<file path="src/rtl/imem_boot_loader.sv">
// Byte-stream boot loader: parses a length/data/checksum frame, writes assembled words
// into instruction memory and releases the core only after the checksum verifies.
`timescale 1ns/1ps
module imem_boot_loader #(
    parameter int unsigned ADDR_W = 5,
    parameter int unsigned BASE   = 0
) (
    input  logic              clk,
    input  logic              rst,
    input  logic              in_valid,
    input  logic [7:0]        in_data,
    output logic              in_ready,
    output logic              imem_we,
    output logic [ADDR_W-1:0] imem_addr,
    output logic [31:0]       imem_wdata,
    output logic              cpu_hold,
    output logic              done,
    output logic              error
);

    localparam int unsigned IDX_W = ADDR_W + 1;
    localparam int unsigned DEPTH = 1 << ADDR_W;

    localparam logic [2:0] S_LEN_LO = 3'd0;
    localparam logic [2:0] S_LEN_HI = 3'd1;
    localparam logic [2:0] S_DATA   = 3'd2;
    localparam logic [2:0] S_CSUM   = 3'd3;
    localparam logic [2:0] S_DONE   = 3'd4;
    localparam logic [2:0] S_ERR    = 3'd5;

    logic [2:0]        r_state,    w_state_nx;
    logic [7:0]        r_len_lo,   w_len_lo_nx;
    logic [15:0]       r_n,        w_n_nx;
    logic [1:0]        r_lane,     w_lane_nx;
    logic [IDX_W-1:0]  r_idx,      w_idx_nx;
    logic [23:0]       r_buf,      w_buf_nx;
    logic [7:0]        r_csum,     w_csum_nx;
    logic              r_ready,    w_ready_nx;
    logic              r_we,       w_we_nx;
    logic [ADDR_W-1:0] r_addr,     w_addr_nx;
    logic [31:0]       r_wdata,    w_wdata_nx;
    logic              r_hold,     w_hold_nx;
    logic              r_done,     w_done_nx;
    logic              r_error,    w_error_nx;

    logic              w_accept;
    logic [15:0]       w_n_in;
    logic              w_last;

    assign w_accept = in_valid & r_ready;
    assign w_n_in   = {in_data, r_len_lo};
    assign w_last   = (16'(r_idx) + 16'd1) == r_n;

    // Next-state and next-output logic; everything advances only on an accepted byte.
    always_comb begin
        w_state_nx  = r_state;
        w_len_lo_nx = r_len_lo;
        w_n_nx      = r_n;
        w_lane_nx   = r_lane;
        w_idx_nx    = r_idx;
        w_buf_nx    = r_buf;
        w_csum_nx   = r_csum;
        w_we_nx     = 1'b0;
        w_addr_nx   = r_addr;
        w_wdata_nx  = r_wdata;

        if (w_accept) begin
            case (r_state)
                S_LEN_LO: begin
                    w_len_lo_nx = in_data;
                    w_state_nx  = S_LEN_HI;
                end
                S_LEN_HI: begin
                    w_n_nx = w_n_in;
                    if (w_n_in == 16'd0) begin
                        w_state_nx = S_CSUM;
                    end else if (32'(w_n_in) > DEPTH) begin
                        w_state_nx = S_ERR;
                    end else begin
                        w_state_nx = S_DATA;
                    end
                end
                S_DATA: begin
                    w_csum_nx = r_csum ^ in_data;
                    w_lane_nx = r_lane + 2'd1;
                    case (r_lane)
                        2'd0: w_buf_nx[7:0]   = in_data;
                        2'd1: w_buf_nx[15:8]  = in_data;
                        2'd2: w_buf_nx[23:16] = in_data;
                        default: begin
                            w_we_nx    = 1'b1;
                            w_wdata_nx = {in_data, r_buf};
                            w_addr_nx  = ADDR_W'(BASE) + r_idx[ADDR_W-1:0];
                            w_idx_nx   = r_idx + IDX_W'(1);
                            if (w_last) begin
                                w_state_nx = S_CSUM;
                            end
                        end
                    endcase
                end
                S_CSUM: begin
                    w_state_nx = (in_data == r_csum) ? S_DONE : S_ERR;
                end
                default: ;
            endcase
        end

        w_ready_nx = (w_state_nx != S_DONE) && (w_state_nx != S_ERR);
        w_done_nx  = (w_state_nx == S_DONE);
        w_error_nx = (w_state_nx == S_ERR);
        w_hold_nx  = (w_state_nx != S_DONE);
    end

    // State and registered outputs; in_ready stays low for the reset-release cycle.
    always_ff @(posedge clk or negedge rst) begin
        if (!rst) begin
            r_state  <= S_LEN_LO;
            r_len_lo <= '0;
            r_n      <= '0;
            r_lane   <= '0;
            r_idx    <= '0;
            r_buf    <= '0;
            r_csum   <= '0;
            r_ready  <= 1'b0;
            r_we     <= 1'b0;
            r_addr   <= ADDR_W'(BASE);
            r_wdata  <= '0;
            r_hold   <= 1'b1;
            r_done   <= 1'b0;
            r_error  <= 1'b0;
        end else begin
            r_state  <= w_state_nx;
            r_len_lo <= w_len_lo_nx;
            r_n      <= w_n_nx;
            r_lane   <= w_lane_nx;
            r_idx    <= w_idx_nx;
            r_buf    <= w_buf_nx;
            r_csum   <= w_csum_nx;
            r_ready  <= w_ready_nx;
            r_we     <= w_we_nx;
            r_addr   <= w_addr_nx;
            r_wdata  <= w_wdata_nx;
            r_hold   <= w_hold_nx;
            r_done   <= w_done_nx;
            r_error  <= w_error_nx;
        end
    end

    assign in_ready   = r_ready;
    assign imem_we    = r_we;
    assign imem_addr  = r_addr;
    assign imem_wdata = r_wdata;
    assign cpu_hold   = r_hold;
    assign done       = r_done;
    assign error      = r_error;

endmodule

</file>
<file path="config.mk">
export PLATFORM = sky130hd
export DESIGN_NAME = imem_boot_loader
export DESIGN_NICKNAME = d
export VERILOG_FILES = /design/src/rtl/imem_boot_loader.sv
export SDC_FILE = /design/constraint.sdc
export NUM_CORES = 1
export LEC_CHECK = 0
export ABC_CLOCK_PERIOD_IN_PS = 4500
export CORE_ASPECT_RATIO = 1.2
export CORE_MARGIN = 2
export CORE_UTILIZATION = 50
export DETAILED_ROUTE_END_ITERATION = 6
export GPL_TIMING_DRIVEN = 0
export PLACE_DENSITY = 0.7
export SLEW_MARGIN = 20
export SYNTH_ARGS = -nofsm -noshare
export SYNTH_HDL_FRONTEND = slang
export SYNTH_SLANG_ARGS = --single-unit
</file>
<file path="constraint.sdc">
create_clock -name clk -period 4.5 [get_ports clk]
set_input_delay 0.45 -clock clk [delete_from_list [all_inputs] [get_ports clk]]
set_output_delay 0.45 -clock clk [all_outputs]
set_load 0.01 [all_outputs]
</file>
Word-level counts from Yosys, hierarchy flattened
Index checks and enable logic that the tools add are counted.
Widths: inputs -> output; s select.
- $lt $le $gt $ge: 1
- equality and inequality tests: 11
- div/mod/pow operators: 0
- shift-type cells: 0
- $add $sub $neg: 3
- mux-type cells: 10
- bitwise operators: 3
- reduce and logical (&&, ||, !) cells: 12
- multiply operators: 0
- operator list (operator ; count):
    $eq 7x16->1 ; 1
    $gt 16x6->1 const B ; 1
    $logic_not 16->1 ; 1
    $mux 3 ; 5
    $pmux 3 s4 ; 1
    $reduce_and 3->1 ; 4
    $eq 8x8->1 ; 1
    $xor 8x8->8 ; 1
    $add 6x1->7 const B ; 1
    $add 6x1->6 const B ; 1
    $eq 3x2->1 const B ; 2
    $eq 3x3->1 const B ; 2
    $ne 3x3->1 const B ; 2
    $reduce_and 2->1 ; 3
    $mux 1 ; 4
    $eq 3x1->1 const B ; 1
    $logic_not 3->1 ; 1
    $reduce_or 3->1 ; 1
    $add 2x1->2 const B ; 1
    $eq 2x1->1 const B ; 1
    $eq 2x2->1 const B ; 1
    $logic_not 2->1 ; 1
    $and 1x1->1 ; 1
    $logic_and 1x1->1 ; 1
    $not 1->1 ; 1
- memories: 0
- input port bits: 11
- bits in writable memories: 0
- bits in registers: 109
- output and inout bits: 42
- bits in latches: 0
- memory bits (read-only): 0

Logic depth before layout (Yosys ltp)
- depth in word-level cells: 8
- gate-level depth with buffers: 7

Worst setup path after synthesis
No wires, ideal clock.
- path type: input-to-reg
- start point: input port in_data[3]
- end point: register r_done, in the netlist done
- arrival: 1.889 ns
- data required time: 4.380 ns
- slack: 2.491 ns
- library setup time: 0.120 ns
- stages: 6
- cell sequence: buf_2 > or4_4 > nor4_4 > a31o_2 > a21boi_4 > and3b_1
- word-level cells in the longest chain between the ends: 6
- ends and longest elaborated chain (what ; RTL line ; RTL):
    start, declared ; 11 ; input logic [7:0] in_data,
    $gt 16x6->1 ; 77 ; end else if (32'(w_n_in) > DEPTH) begin
    $mux 3 ; 77 ;
    $mux 3 ; 75 ; if (w_n_in == 16'd0) begin
    $pmux 3 s4 * ; 68 ; case (r_state)
    $mux 3 * ; 67 ; if (w_accept) begin
    $eq 3x3->1 * ; 109 ; w_done_nx = (w_state_nx == S_DONE);
    named net w_done_nx ; 43 ; logic r_done, w_done_nx;
    end signal, assigned ; 144 ; r_done <= w_done_nx;
    end, declared ; 43 ;
Mark *: on every way through the listed nets, which the timed path passes. The rest lies on a longest branch.
A chain may end at the register's enable or synchronous reset.

Worst setup path after layout
- start point: input port in_valid
- end point: register r_done, in the netlist done
- word-level cells in the longest chain between the ends: 3
- ends and longest elaborated chain (what ; RTL line ; RTL):
    start, declared ; 10 ; input logic in_valid,
    $and 1x1->1 ; 50 ; assign w_accept = in_valid & r_ready;
    $mux 3 ; 67 ;
    $eq 3x3->1 ; 109 ;
    named net w_done_nx ; 43 ;
The timed path passes the listed nets, and every way through them passes these cells.

==> results.yml <==
run_status:
  status: "finished, violations left"
  violations: "hold timing"
synthesis:
  netlist_instances: 350
  syn_area_per_cell_um2: 13.1
  synth_async_sr_flop_share_pct: 100
  netlist_area_mm2: 0.00457
  synthFlopType: "dfrtp_1"
  synth.top_cell.area_share_pct: 59.1
  ys_top_cells_by_area: "dfrtp_1, mux2_1, mux2_2"
  synth_edf_count: 0
  ys_ff_latch: 109
  synth_top_area_cell: "dfrtp_1"
  yosysSeqAreaShare_pct: 59.7
  synth_cell_types: 45
  syn-num-nets: 366
  ys_warn_count: 0
die:
  start_util_pct: 50.9
  dieArea_mm2: 0.00993
  die_y_um: 109
  core_mm2: 0.00899
  die_w_um: 91.3
  num_rows: 38
  io_pins: 53
power:
  comb_power_share_pct: 13.9
  power.leakage_nw: 2.58
  clock_power_share_pct: 26.9
  switchingPower_mw: 0.570
  power.density_mw_per_mm2: 382
  swShare_pct: 27.7
  sequentialPowerShare_pct: 59.2
  intPower_mw: 1.49
  vdd_ir_drop_max_mv: 0.186
clocking:
  cts_tree: "done"
  htree_levels: 3
  holdBufCountCts: 0
  cts_buffers: 9
  ctsLongestPathBuffers: 2
  cts_sinks: 109
  insertion_delay_ns: 0.38
  clk_pin_slew_ns: 0.10
  post_cts_buffers: 0
  cts_root_buffer: "clkbuf_8"
  cts_resized: 0
timing:
  worst_pin_slew_ns: 0.735
  hold_violations: 5
  period_needed_ns: 2.29
  period_share_pct: 50.9
  whs_ns: -0.0104
  slew_headroom_pct: 50.8
  fmax_mhz: 437
  rsz0062_at_grt: "false"
  finalMaxSlewViolations: 0
  setup-violations-final: 0
  skew_ns: 0.0120
critical_path:
  critPathLaunchType: "input port"
  cp_slowest_cell: "clkdlybuf4s50_1"
  crit_top_cell: "and3b_1"
  cp_max_fo: 10
  endpoint_kind: "flip-flop"
  required_ns: 4.77
  max_stage_delay_ns: 0.48
  worstSetupPathType: "in -> reg"
  path_cells: "clkdlybuf4s50_1 -> and3b_1 -> nand3_1 -> a21o_1 -> a2111o_1 -> and3b_1"
  worstPathArrival_ns: 2.56
global_route:
  grtUsageMet2_pct: 29.7
  grt_pass1_wl_um: 14200
  track_usage_pct: 18.8
  overflow: 0
  busiest_layer: "met2"
  use_met3_pct: 4.77
  grt_max_degree: 62
  grt_pass1_vias: 2842
  antenna_found_initial: 0
  use_met1_pct: 25.1
job:
  timing.max_cap.violations: 0
cells_and_area:
  area_growth_pct: 17.6
  layout.nets: 422
  fin_cells: 531
  final_cell_mix: "dfrtp_1, nand2_1, mux2_1"
  layout_commonest_cell: "dfrtp_1"
  drive_gt1_share_pct: 15.3
  post-route-util_pct: 59.8
  num_antenna_cells: 0
  fillers: 716
route:
  wl_um: 8490
  vias_per_cell: 5.23
  ant_nets: 0
  drtIter0Drc: 122
  drc: 0
  post_drt_wl_per_cell_um: 16.0
  dr.pass1.iters: 5
  dr_total_vias: 2778
placed_design:
  io_buffers: 44
  gp_congestion: 0.794
  dp.cells: 515
  dp_hpwl_um: 5700
worst_hold_path:
  hp-class: "in -> async"
==> cell usage after synthesis, drive strengths merged, types with 2 or more instances <==
cell type  count
nor4           3
ha             5
nand3b         3
nor3           4
and3           3
xor2           2
or4            5
mux2          71
nand4          4
and3b          2
inv            6
buf            8
nor2           4
a21oi          2
nand3          4
xnor2         23
nor2b          2
nand2         61
clkbuf         9
dfrtp        108
o21ai          4
==> worst max-delay path, delay by kind of cell <==
family,cells,cell delay (ns)
and+or+nand+nor,3,0.88
AOI/OAI and AO/OA,2,0.74
buffers and inverters,1,0.48
==> worst paths after layout <==
| check | slack (ns) | start | endpoint | cells after the start |
|---|---|---|---|---|
| worst max-delay path | 2.21 | in_valid | done | 6 |
| worst min-delay path | -0.01 | rst | imem_addr[2] | 1 |
| worst max register to register | 2.28 | r_state[2] | done | 5 |
| worst min register to register | 0.48 | imem_addr[2] | imem_addr[2] | 2 |
| max in group asynchronous | 3.87 | rst | r_buf[11] | 2 |
| min in group clk | 0.34 | in_data[2] | imem_wdata[26] | 3 |
==> power groups by stage <==
stage               Combinational, mW  Sequential, mW  Clock [mW]
floorplan                       0.194            1.22           0
global placement                0.281            1.23           0
global route                    0.319            1.24       0.606
CTS                             0.291            1.22       0.577
detailed placement              0.291            1.24           0
finish                          0.286            1.22       0.553
==> logic make-up (layout without fill, tap and decap cells) <==
| kind of cell | after synthesis | in the layout | share of synthesized area (%) |
|---|---|---|---|
| flops | 109 | 109 | 59.7 |
| xor+xnor | 25 | 25 | 4.79 |
| simple gates | 99 | 99 | 10.9 |
| buf+inv | 23 | 84 | 2.24 |
| mux | 72 | 72 | 17.7 |
| compound gates | 16 | 16 | 3.17 |
| fa+ha+maj | 6 | 6 | 1.59 |
==> per-layer routing <==
| metal | up-vias | wire [um] |
|---|---|---|
| li1 | 1306 | - |
| met1 | 1405 | 3880 |
| met2 | 50 | 4060 |
| met3 | 17 | 369 |
| met4 | 0 | 187 |
| met5 | - | 0 |
==> metrics by stage <==
step	TNS (ns)	area [um2]	worst slack (ns)	power, mW
2_1_floorplan	0	4570	2.49	1.41
5_1_grt	0	5380	2.02	2.16
3_3_place_gp	-111.26	5160	-1.04	1.51
4_1_cts	0	5380	2.20	2.09
3_5_place_dp	0	5190	1.79	1.53
6_report	0	5380	2.21	2.06
==> sequential cells by signal, summed over array words and instances (netlist names), 2 cells and up <==
register / cells
r_buf: 24
r_csum: 8
imem_addr: 5
imem_wdata: 32
r_n: 16
r_state: 3
r_idx: 6
r_len_lo: 8
r_lane: 2
==> layout make-up <==
cell class | instances | area [um2] | area share, %
Sequential cell | 109 | 2730 | 50.7
Multi-Input combinational cell | 218 | 1740 | 32.4
Timing Repair Buffer | 45 | 469 | 8.72
Tap cell | 120 | 150 | 2.79
Clock buffer | 9 | 124 | 2.30
Buffer | 17 | 80.1 | 1.49
Clock inverter | 7 | 60.1 | 1.12
Inverter | 6 | 22.5 | 0.419
No activity file was read; power rests on OpenSTA's default activity.
